File: config.mk
export PLATFORM = sky130hd
export DESIGN_NAME = mem_port_arbiter
export DESIGN_NICKNAME = d
export VERILOG_FILES = /design/src/rtl/riscv_mem_pkg.sv /design/src/rtl/mem_arb_select.sv /design/src/rtl/mem_port_arbiter.sv
export SDC_FILE = /design/constraint.sdc
export NUM_CORES = 1
export LEC_CHECK = 0
export CORE_UTILIZATION = 37
export CTS_BUF_LIST = sky130_fd_sc_hd__clkbuf_16
export DETAILED_ROUTE_END_ITERATION = 8
export GPL_TIMING_DRIVEN = 0
export PLACE_DENSITY = 0.76
export SLEW_MARGIN = 10
export SYNTH_ARGS = -nofsm -noshare
export SYNTH_HDL_FRONTEND = slang
export SYNTH_SLANG_ARGS = --single-unit
File: constraint.sdc
create_clock -name clk -period 1.57 [get_ports clk]
set_input_delay 0.314 -clock clk [delete_from_list [all_inputs] [get_ports clk]]
set_output_delay 0.314 -clock clk [all_outputs]
set_load 0.02 [all_outputs]
File: src/rtl/riscv_mem_pkg.sv
// riscv_mem_pkg: shared state/owner types and counter widths for the memory port arbiter
package riscv_mem_pkg;
  typedef enum logic [1:0] {IDLE, ISSUE, WAIT, RESP} arb_state_t;
  typedef enum logic {OWN_IF, OWN_DM} arb_owner_t;
  localparam int MEM_LAT_MAX = 7;
  localparam int DSTREAK_MAX = 15;
  // latency counter only ever holds MEM_LAT-1
  localparam int LAT_W = $clog2(MEM_LAT_MAX);
  localparam int STREAK_W = $clog2(DSTREAK_MAX + 1);
endpackage

File: src/rtl/mem_arb_select.sv
// mem_arb_select: picks which port is granted from the pending requests and the data streak
module mem_arb_select
  import riscv_mem_pkg::*;
#(
  parameter int MAX_DSTREAK = 4
) (
  input  logic                if_req_i,
  input  logic                dm_req_i,
  input  logic [STREAK_W-1:0] streak_i,
  output arb_owner_t          owner_o
);
  // data has priority unless the fetch port has waited out a full streak
  always_comb owner_o = (if_req_i && streak_i == STREAK_W'(MAX_DSTREAK)) ? OWN_IF :
                        dm_req_i ? OWN_DM : OWN_IF;
endmodule

File: src/rtl/mem_port_arbiter.sv
// mem_port_arbiter: shares one single-port synchronous memory between fetch and load/store ports
module mem_port_arbiter
  import riscv_mem_pkg::*;
#(
  parameter int ADDR_W      = 32,
  parameter int DATA_W      = 32,
  parameter int MEM_LAT     = 1,
  parameter int MAX_DSTREAK = 4
) (
  input  logic                clk,
  input  logic                rst,
  input  logic                if_req,
  input  logic [ADDR_W-1:0]   if_addr,
  output logic [DATA_W-1:0]   if_rdata,
  output logic                if_valid,
  output logic                if_stall,
  input  logic                dm_req,
  input  logic                dm_we,
  input  logic [DATA_W/8-1:0] dm_be,
  input  logic [ADDR_W-1:0]   dm_addr,
  input  logic [DATA_W-1:0]   dm_wdata,
  output logic [DATA_W-1:0]   dm_rdata,
  output logic                dm_valid,
  output logic                dm_stall,
  output logic                mem_en,
  output logic                mem_we,
  output logic [DATA_W/8-1:0] mem_be,
  output logic [ADDR_W-1:0]   mem_addr,
  output logic [DATA_W-1:0]   mem_wdata,
  input  logic [DATA_W-1:0]   mem_rdata
);
  arb_state_t            state_q;
  arb_owner_t            owner_q, gnt_owner;
  logic [LAT_W-1:0]      lat_q;
  logic [STREAK_W-1:0]   streak_q, streak_d;
  logic                  grant, gnt_dm;
  logic                  mem_en_q, mem_we_q, if_valid_q, dm_valid_q;
  logic [DATA_W/8-1:0]   mem_be_q;
  logic [ADDR_W-1:0]     mem_addr_q;
  logic [DATA_W-1:0]     mem_wdata_q, if_rdata_q, dm_rdata_q;

  mem_arb_select #(.MAX_DSTREAK(MAX_DSTREAK)) u_select (
    .if_req_i (if_req),
    .dm_req_i (dm_req),
    .streak_i (streak_q),
    .owner_o  (gnt_owner)
  );

  assign grant  = state_q == IDLE && (if_req || dm_req);
  assign gnt_dm = gnt_owner == OWN_DM;

  // count data grants made while a fetch waits; any fetch-free cycle or fetch grant restarts it
  always_comb streak_d = (!if_req || (grant && !gnt_dm)) ? '0 :
                         (grant && streak_q != STREAK_W'(MAX_DSTREAK)) ? streak_q + 1'b1 : streak_q;

  // issue/wait/response sequencer driving the registered memory strobes and port responses
  always_ff @(posedge clk) begin
    if (!rst) begin
      state_q     <= IDLE;
      owner_q     <= OWN_IF;
      lat_q       <= '0;
      streak_q    <= '0;
      mem_en_q    <= 1'b0;
      mem_we_q    <= 1'b0;
      mem_be_q    <= '0;
      mem_addr_q  <= '0;
      mem_wdata_q <= '0;
      if_rdata_q  <= '0;
      dm_rdata_q  <= '0;
      if_valid_q  <= 1'b0;
      dm_valid_q  <= 1'b0;
    end else begin
      streak_q   <= streak_d;
      mem_en_q   <= 1'b0;
      mem_we_q   <= 1'b0;
      if_valid_q <= 1'b0;
      dm_valid_q <= 1'b0;
      case (state_q)
        IDLE: if (grant) begin
          state_q     <= ISSUE;
          owner_q     <= gnt_owner;
          mem_en_q    <= 1'b1;
          mem_we_q    <= gnt_dm && dm_we;
          mem_be_q    <= gnt_dm ? dm_be : '1;
          mem_addr_q  <= gnt_dm ? dm_addr : if_addr;
          mem_wdata_q <= gnt_dm ? dm_wdata : mem_wdata_q;
        end
        ISSUE: begin
          state_q    <= mem_we_q ? RESP : WAIT;
          dm_valid_q <= mem_we_q;
          lat_q      <= LAT_W'(MEM_LAT - 1);
        end
        WAIT: if (lat_q == '0) begin
          state_q    <= RESP;
          if_rdata_q <= owner_q == OWN_IF ? mem_rdata : if_rdata_q;
          dm_rdata_q <= owner_q == OWN_DM ? mem_rdata : dm_rdata_q;
          if_valid_q <= owner_q == OWN_IF;
          dm_valid_q <= owner_q == OWN_DM;
        end else begin
          lat_q <= lat_q - 1'b1;
        end
        RESP: state_q <= IDLE;
      endcase
    end
  end

  assign mem_en    = mem_en_q;
  assign mem_we    = mem_we_q;
  assign mem_be    = mem_be_q;
  assign mem_addr  = mem_addr_q;
  assign mem_wdata = mem_wdata_q;
  assign if_rdata  = if_rdata_q;
  assign dm_rdata  = dm_rdata_q;
  assign if_valid  = if_valid_q;
  assign dm_valid  = dm_valid_q;
  assign if_stall  = if_req && !if_valid_q;
  assign dm_stall  = dm_req && !dm_valid_q;
endmodule

Yosys cells after proc, flatten, opt, wreduce, memory -nomap -nowiden
Cells that the tools add are included.
Widths: inputs -> output; s select.
Operators by class
  add/sub/neg operators: 2
  muxes and demuxes: 13
  equal/unequal tests: 8
  reductions and logical operators: 26
  bitwise operators: 2
Operators with widths (count)
  $mux 32: 1
  $reduce_and 3->1: 5
  $pmux 2 s4: 1
  $reduce_and 2->1: 4
  $logic_and 1x1->1: 7
  $ne 2x2->1 const B: 3
  $pmux 3 s2: 1
  $mux 1: 5
  $add 4x1->4 const B: 1
  $eq 2x2->1 const B: 2
  $eq 4x3->1 const B: 1
  $logic_not 1->1: 4
  $mux 2: 2
  $mux 4: 1
  $ne 4x3->1 const B: 1
  $logic_not 3->1: 1
  $mux 3: 1
  $sub 3x1->3 const B: 1
  $eq 2x1->1 const B: 1
  $logic_not 2->1: 1
  $logic_or 1x1->1: 2
  $not 1->1: 2
  $pmux 1 s2: 1
  $reduce_bool 2->1: 1
  $reduce_or 2->1: 1
Word-level totals
  word-level logic and storage cells: 64
  register bits: 146
  bits of input ports: 137

Depth between registers and ports, before layout
  depth in word-level cells: 7
  mapped depth: 8
  gate-level depth less buffers: 6

Modules after synthesis
From an unflattened synthesis, not the netlist that was laid out.
Second synthesis, totals
  cells, all modules: 662
  area, all modules: 5577.8 µm²
By module, submodules not included
  mem_port_arbiter: area an instance 5555.3 µm², cells each 660, instances 1
  mem_arb_select: area an instance 22.5 µm², cells each 2, instances 1

Worst setup path after synthesis
No wires, ideal clock.
  path type: register to register
  start: register state_q[1]
  end: register mem_addr_q[10] (netlist: mem_addr[10])
  path slack: 0.001 ns
  clock period less this slack: 1.569 ns
  stages on the path, launching flop included: 9
  path buffers: 3
  library setup time: 0.132 ns
  arrival time: 1.437 ns
  path through: dfxtp_1 -> inv_1 -> ha_1 -> buf_2 -> and2_1 -> buf_4 -> buf_2 -> a32oi_1 -> a21oi_1
On the way
  cells in the longest elaborated chain, start to end: 3
Ends and longest elaborated chain
  from (decl): line mem_port_arbiter.sv:32  | arb_state_t state_q;
  from (signal assigned): line mem_port_arbiter.sv:89  | state_q <= mem_we_q ? RESP : WAIT;
  $logic_not 2->1 *: line mem_port_arbiter.sv:49, mem_port_arbiter.sv:78
  $logic_and 1x1->1: line mem_port_arbiter.sv:49  | assign grant = state_q == IDLE && (if_req || dm_req);
  $reduce_and 2->1 (no source line) *
  to (signal assigned): line mem_port_arbiter.sv:85  | mem_addr_q <= gnt_dm ? dm_addr : if_addr;
  to (decl): line mem_port_arbiter.sv:39  | logic [ADDR_W-1:0] mem_addr_q;
Every way passes the cells marked *; elsewhere a longest branch is shown, timed or not.
A chain may end at the register's enable or synchronous reset.

Worst setup path after layout
  start: register lat_q[1]
  end: register state_q[0]
On the way
  cells in the longest elaborated chain, start to end: 3
Ends and longest elaborated chain
  from (decl): line mem_port_arbiter.sv:34  | logic [LAT_W-1:0] lat_q;
  from (signal assigned): line mem_port_arbiter.sv:91  | lat_q <= LAT_W'(MEM_LAT - 1);
  from (signal assigned): line mem_port_arbiter.sv:100  | lat_q <= lat_q - 1'b1;
  $logic_not 3->1: line mem_port_arbiter.sv:93  | WAIT: if (lat_q == '0) begin
  $ne 2x2->1 (no source line)
  $reduce_and 2->1 (no source line)
No other way between the ends.

==> impl_results.md <==
* Status: finished clean
* Die Footprint at 16,240 um2
* Worst reg2reg path depth at 6
* Synth cell types at 36
* Slowest-stage cell, CP: or3_1
* Via count at 6,249
* Initial antenna violation count at 0
* Critical path cell sequence: inv_2 > ha_4 > ha_4 > nor2b_4 > or3_1 > a221oi_2
* Maximum clock frequency at 0.6603 GHz
* Ports at 275
* Fin Clk Skew at 0.01141 ns
* P_int at 8832 uW
* Worst-path clk slew at 0.06 ns
* Logic pwr share at 36.8%
* Global-route wire length before repair at 30,960 um
* Area grow syn2layout at 64.55%
* Switch share at 35.55%
* WS Path Type: flip-flop to flip-flop
* Crit path capture type: flip-flop
* Asr flop ratio synth at 0%
* Worst Hold End: mem_we$_SDFF_PN0_
* Detailed Route WL at 20,230 um
* Initial DRC count at 353
* Max cap viols at 0
* Commonest non-fill, non-tap cell in the layout: nand2_1
* Crit path top cell by count: ha_4
* Least-Margin Pin Slew at 0.6944 ns
* Leakage dissipation at 0.004045 uW
* Max FO, Critical Path at 7
* Post-layout util at 62.77%
* Post-route cell area at 9578 um2
* Slew Limit Headroom at 53.70%
* Depth of the CTS H-tree at 4
* Syn Nets at 851
* Port bufs at 273
* Worst Path Arrival at 1.83 ns
* Placed cell area at 8817 um2
* Total track usage at 24.40%
* Top cells by area, synth: dfxtp_1, a21oi_1, nand2_1, a32oi_1, a21o_1
* Slowest stage delay, CP at 0.40 ns
* Worst Hold Depth at 3
* Critical Path RT at 1.88 ns
* Die Y-Extent at 127.4 um
* Final nets at 1,150
* RR Endpoint: state_q[0]$_SDFFE_PN0P_
* Initial Util at 38.15%
* Most frequent cells in the layout: nand2_1, dfxtp_1, dlygate4sd2_1, a21oi_1, clkdlybuf4s50_1
* Worst skew pair latency at 0.42 ns
* Yosys reg bits at 146
* DRT antenna net count at 0
* Seq pwr share at 34.7%
* Cell Area, Synth at 5821 um2
* Predominant post-synthesis flop cell: dfxtp_1
* Share of cells above drive strength 1 at 12.56%
* Final clock period utilization by the worst path at 96.47%
* Cell Rows at 45
* YS warnings at 0
* CTS max path bufs at 2
* PwrDens at 1431 nW/um2
* Worst hold start: rst
* DRC Markers at 0
* Mean area per synthesized cell at 8.233 um2
* Register area share after synthesis at 50.21%
* Cell count after synthesis at 707
* Via density per instance at 5.080
* Antenna cells at 0
* Final global-route overflow total at 0
* Crit path buf inv count at 1
* Number of synthesized flops with an enable pin at 0
* Cell accounting for the most synthesized area: dfxtp_1
* Hold Fails Final Rpt at 0
* Pre-Repair DR Iteration Count at 5
* # hold bufs at CTS at 0
* Final Critical Period at 1.515 ns
* Fin. max-slew vios at 0
* Area share of the largest cell type after synthesis at 50.21%
* CP Launch Type: flip-flop
* Clock share of power at 28.5%
* Post-DP HPWL at 14,300 um
* R2R Path Start: lat_q[1]$_SDFFE_PN0P_
* Placeable core area at 15,260 um2
* Largest net degree at the start of global routing at 17
* CTS tree: done
* Hold Crit Class: input pin to flip-flop
* Delay-heaviest family, CP: simple AND/OR/NAND/NOR gates
* Psw at 4871 uW
* Num Clock Sinks at 146
* Die X-Extent at 127.4 um
* RSZ-0062 raised after global routing: yes
* Vias in the first global route at 6,047
* Max VDD drop at 0.0008266 V
* Global placement routability congestion at 0.8486
* Final setup viols at 0
* Routed WL per cell at 16.45 um
* Total CTS buffers at 17
* Clock Tree Root: clkbuf_16
* R2R Setup Slk at 0.06 ns
-- power by group through the flow --
stage               registers [uW]  clock network (uW)  logic [uW]
floorplan                     5530                   0        1980
global placement              4780                   0        4970
detailed placement            4800                   0        5000
CTS                           4710                3970        4800
global route                  4820                4150        5470
finish                        4750                3910        5040
-- how the worst max path moves through the flow --
stage	startpoint	endpoint	slack, ns	depth (start not counted)
floorplan	state_q[1]$_SDFFE_PN0P_	mem_addr[10]$_SDFFE_PN0P_	0.0007	8
global placement	if_req	if_stall	-0.86	5
detailed placement	if_req	if_stall	-0.87	5
global route	state_q[0]$_SDFFE_PN0P_	mem_addr[14]$_SDFFE_PN0P_	-0.01	7
CTS	lat_q[0]$_SDFFE_PN0P_	if_rdata[18]$_SDFFE_PN0P_	0.0007	7
finish	lat_q[1]$_SDFFE_PN0P_	state_q[0]$_SDFFE_PN0P_	0.06	6
-- logic make-up (layout without fill, tap and decap cells) --
kind of cell | after synthesis | after routing | synth area share, %
buf+inv | 74 | 386 | 5.632
compound gates | 248 | 248 | 25.39
fa+ha+maj | 7 | 7 | 1.505
flops | 146 | 146 | 50.21
simple gates | 232 | 232 | 17.26
-- synthesized netlist by cell type, types with 2 or more instances --
cell,instances
and3b_1,2
o21a_1,3
nand2_1,167
and2_1,2
clkbuf_1,28
o221a_2,4
nor2b_1,3
nand3b_1,2
buf_2,30
nand2b_1,3
buf_1,5
a21o_1,32
nor3b_1,2
inv_1,7
a32oi_1,32
o21ai_0,38
ha_1,7
nor2_1,5
dfxtp_1,146
nand3_1,36
a21oi_1,137
nor3_1,2
-- tightest hold or removal path, stage by stage --
cell,delay [ns]
buf_2,0.18
nand2_1,0.09
nor2_1,0.04
-- routing by layer --
layer / vias up / part of all wire, % / global-route usage [%]
li1: 3073 / - / -
met1: 2896 / 42 / 28.91
met2: 254 / 49 / 42.08
met3: 26 / 7.1 / 6.658
met4: 0 / 1.9 / 9.034
met5: - / 0 / 0
-- state kept, by name (all words and copies together), names as in the netlist --
signal     cells
lat_q          3
dm_rdata      32
mem_en         1
mem_be         4
mem_addr      32
state_q        2
streak_q       4
if_rdata      32
if_valid       1
owner_q        1
dm_valid       1
mem_we         1
mem_wdata     32
-- through the flow --
stage | total power, uW | setup WS, ns | hold slack [ns] | std cells | setup TNS (ns)
finish | 13700 | 0.05550 | 0.2545 | 1230 | 0
global route | 14440 | -0.01159 | 0.2528 | 1230 | -0.05484
CTS | 13480 | 0.0007421 | 0.2497 | 1226 | 0
detailed placement | 9796 | -0.8717 | 0.4457 | 1191 | -38.40
global placement | 9747 | -0.8644 | 0.4408 | 1191 | -36.13
floorplan | 7508 | 0.0007178 | 0.4357 | 707 | 0
-- timing repair --
| item | CTS | global route |
|---|---|---|
| endpoints found under the setup margin | 271 | 131 |
| gates cloned | 0 | 2 |
| buffers inserted | 6 | 3 |
| gates resized for setup | 193 | 74 |
| endpoints found under the hold margin | 0 | 0 |
| pin swaps | 2 | 15 |
-- cell type report --
| cell class | instances | area [um2] |
|---|---|---|
| sequential | 146 | 2933 |
| fill | 1345 | 5680 |
| clock buffer | 17 | 425.4 |
| tap | 211 | 264.0 |
| inverter | 8 | 35.03 |
| buffer | 62 | 419.2 |
| timing repair buffer | 284 | 2645 |
| multi-input combinational | 487 | 2715 |
| clock inverter | 15 | 141.4 |
Note: power is estimated with default switching activity, not from simulation.
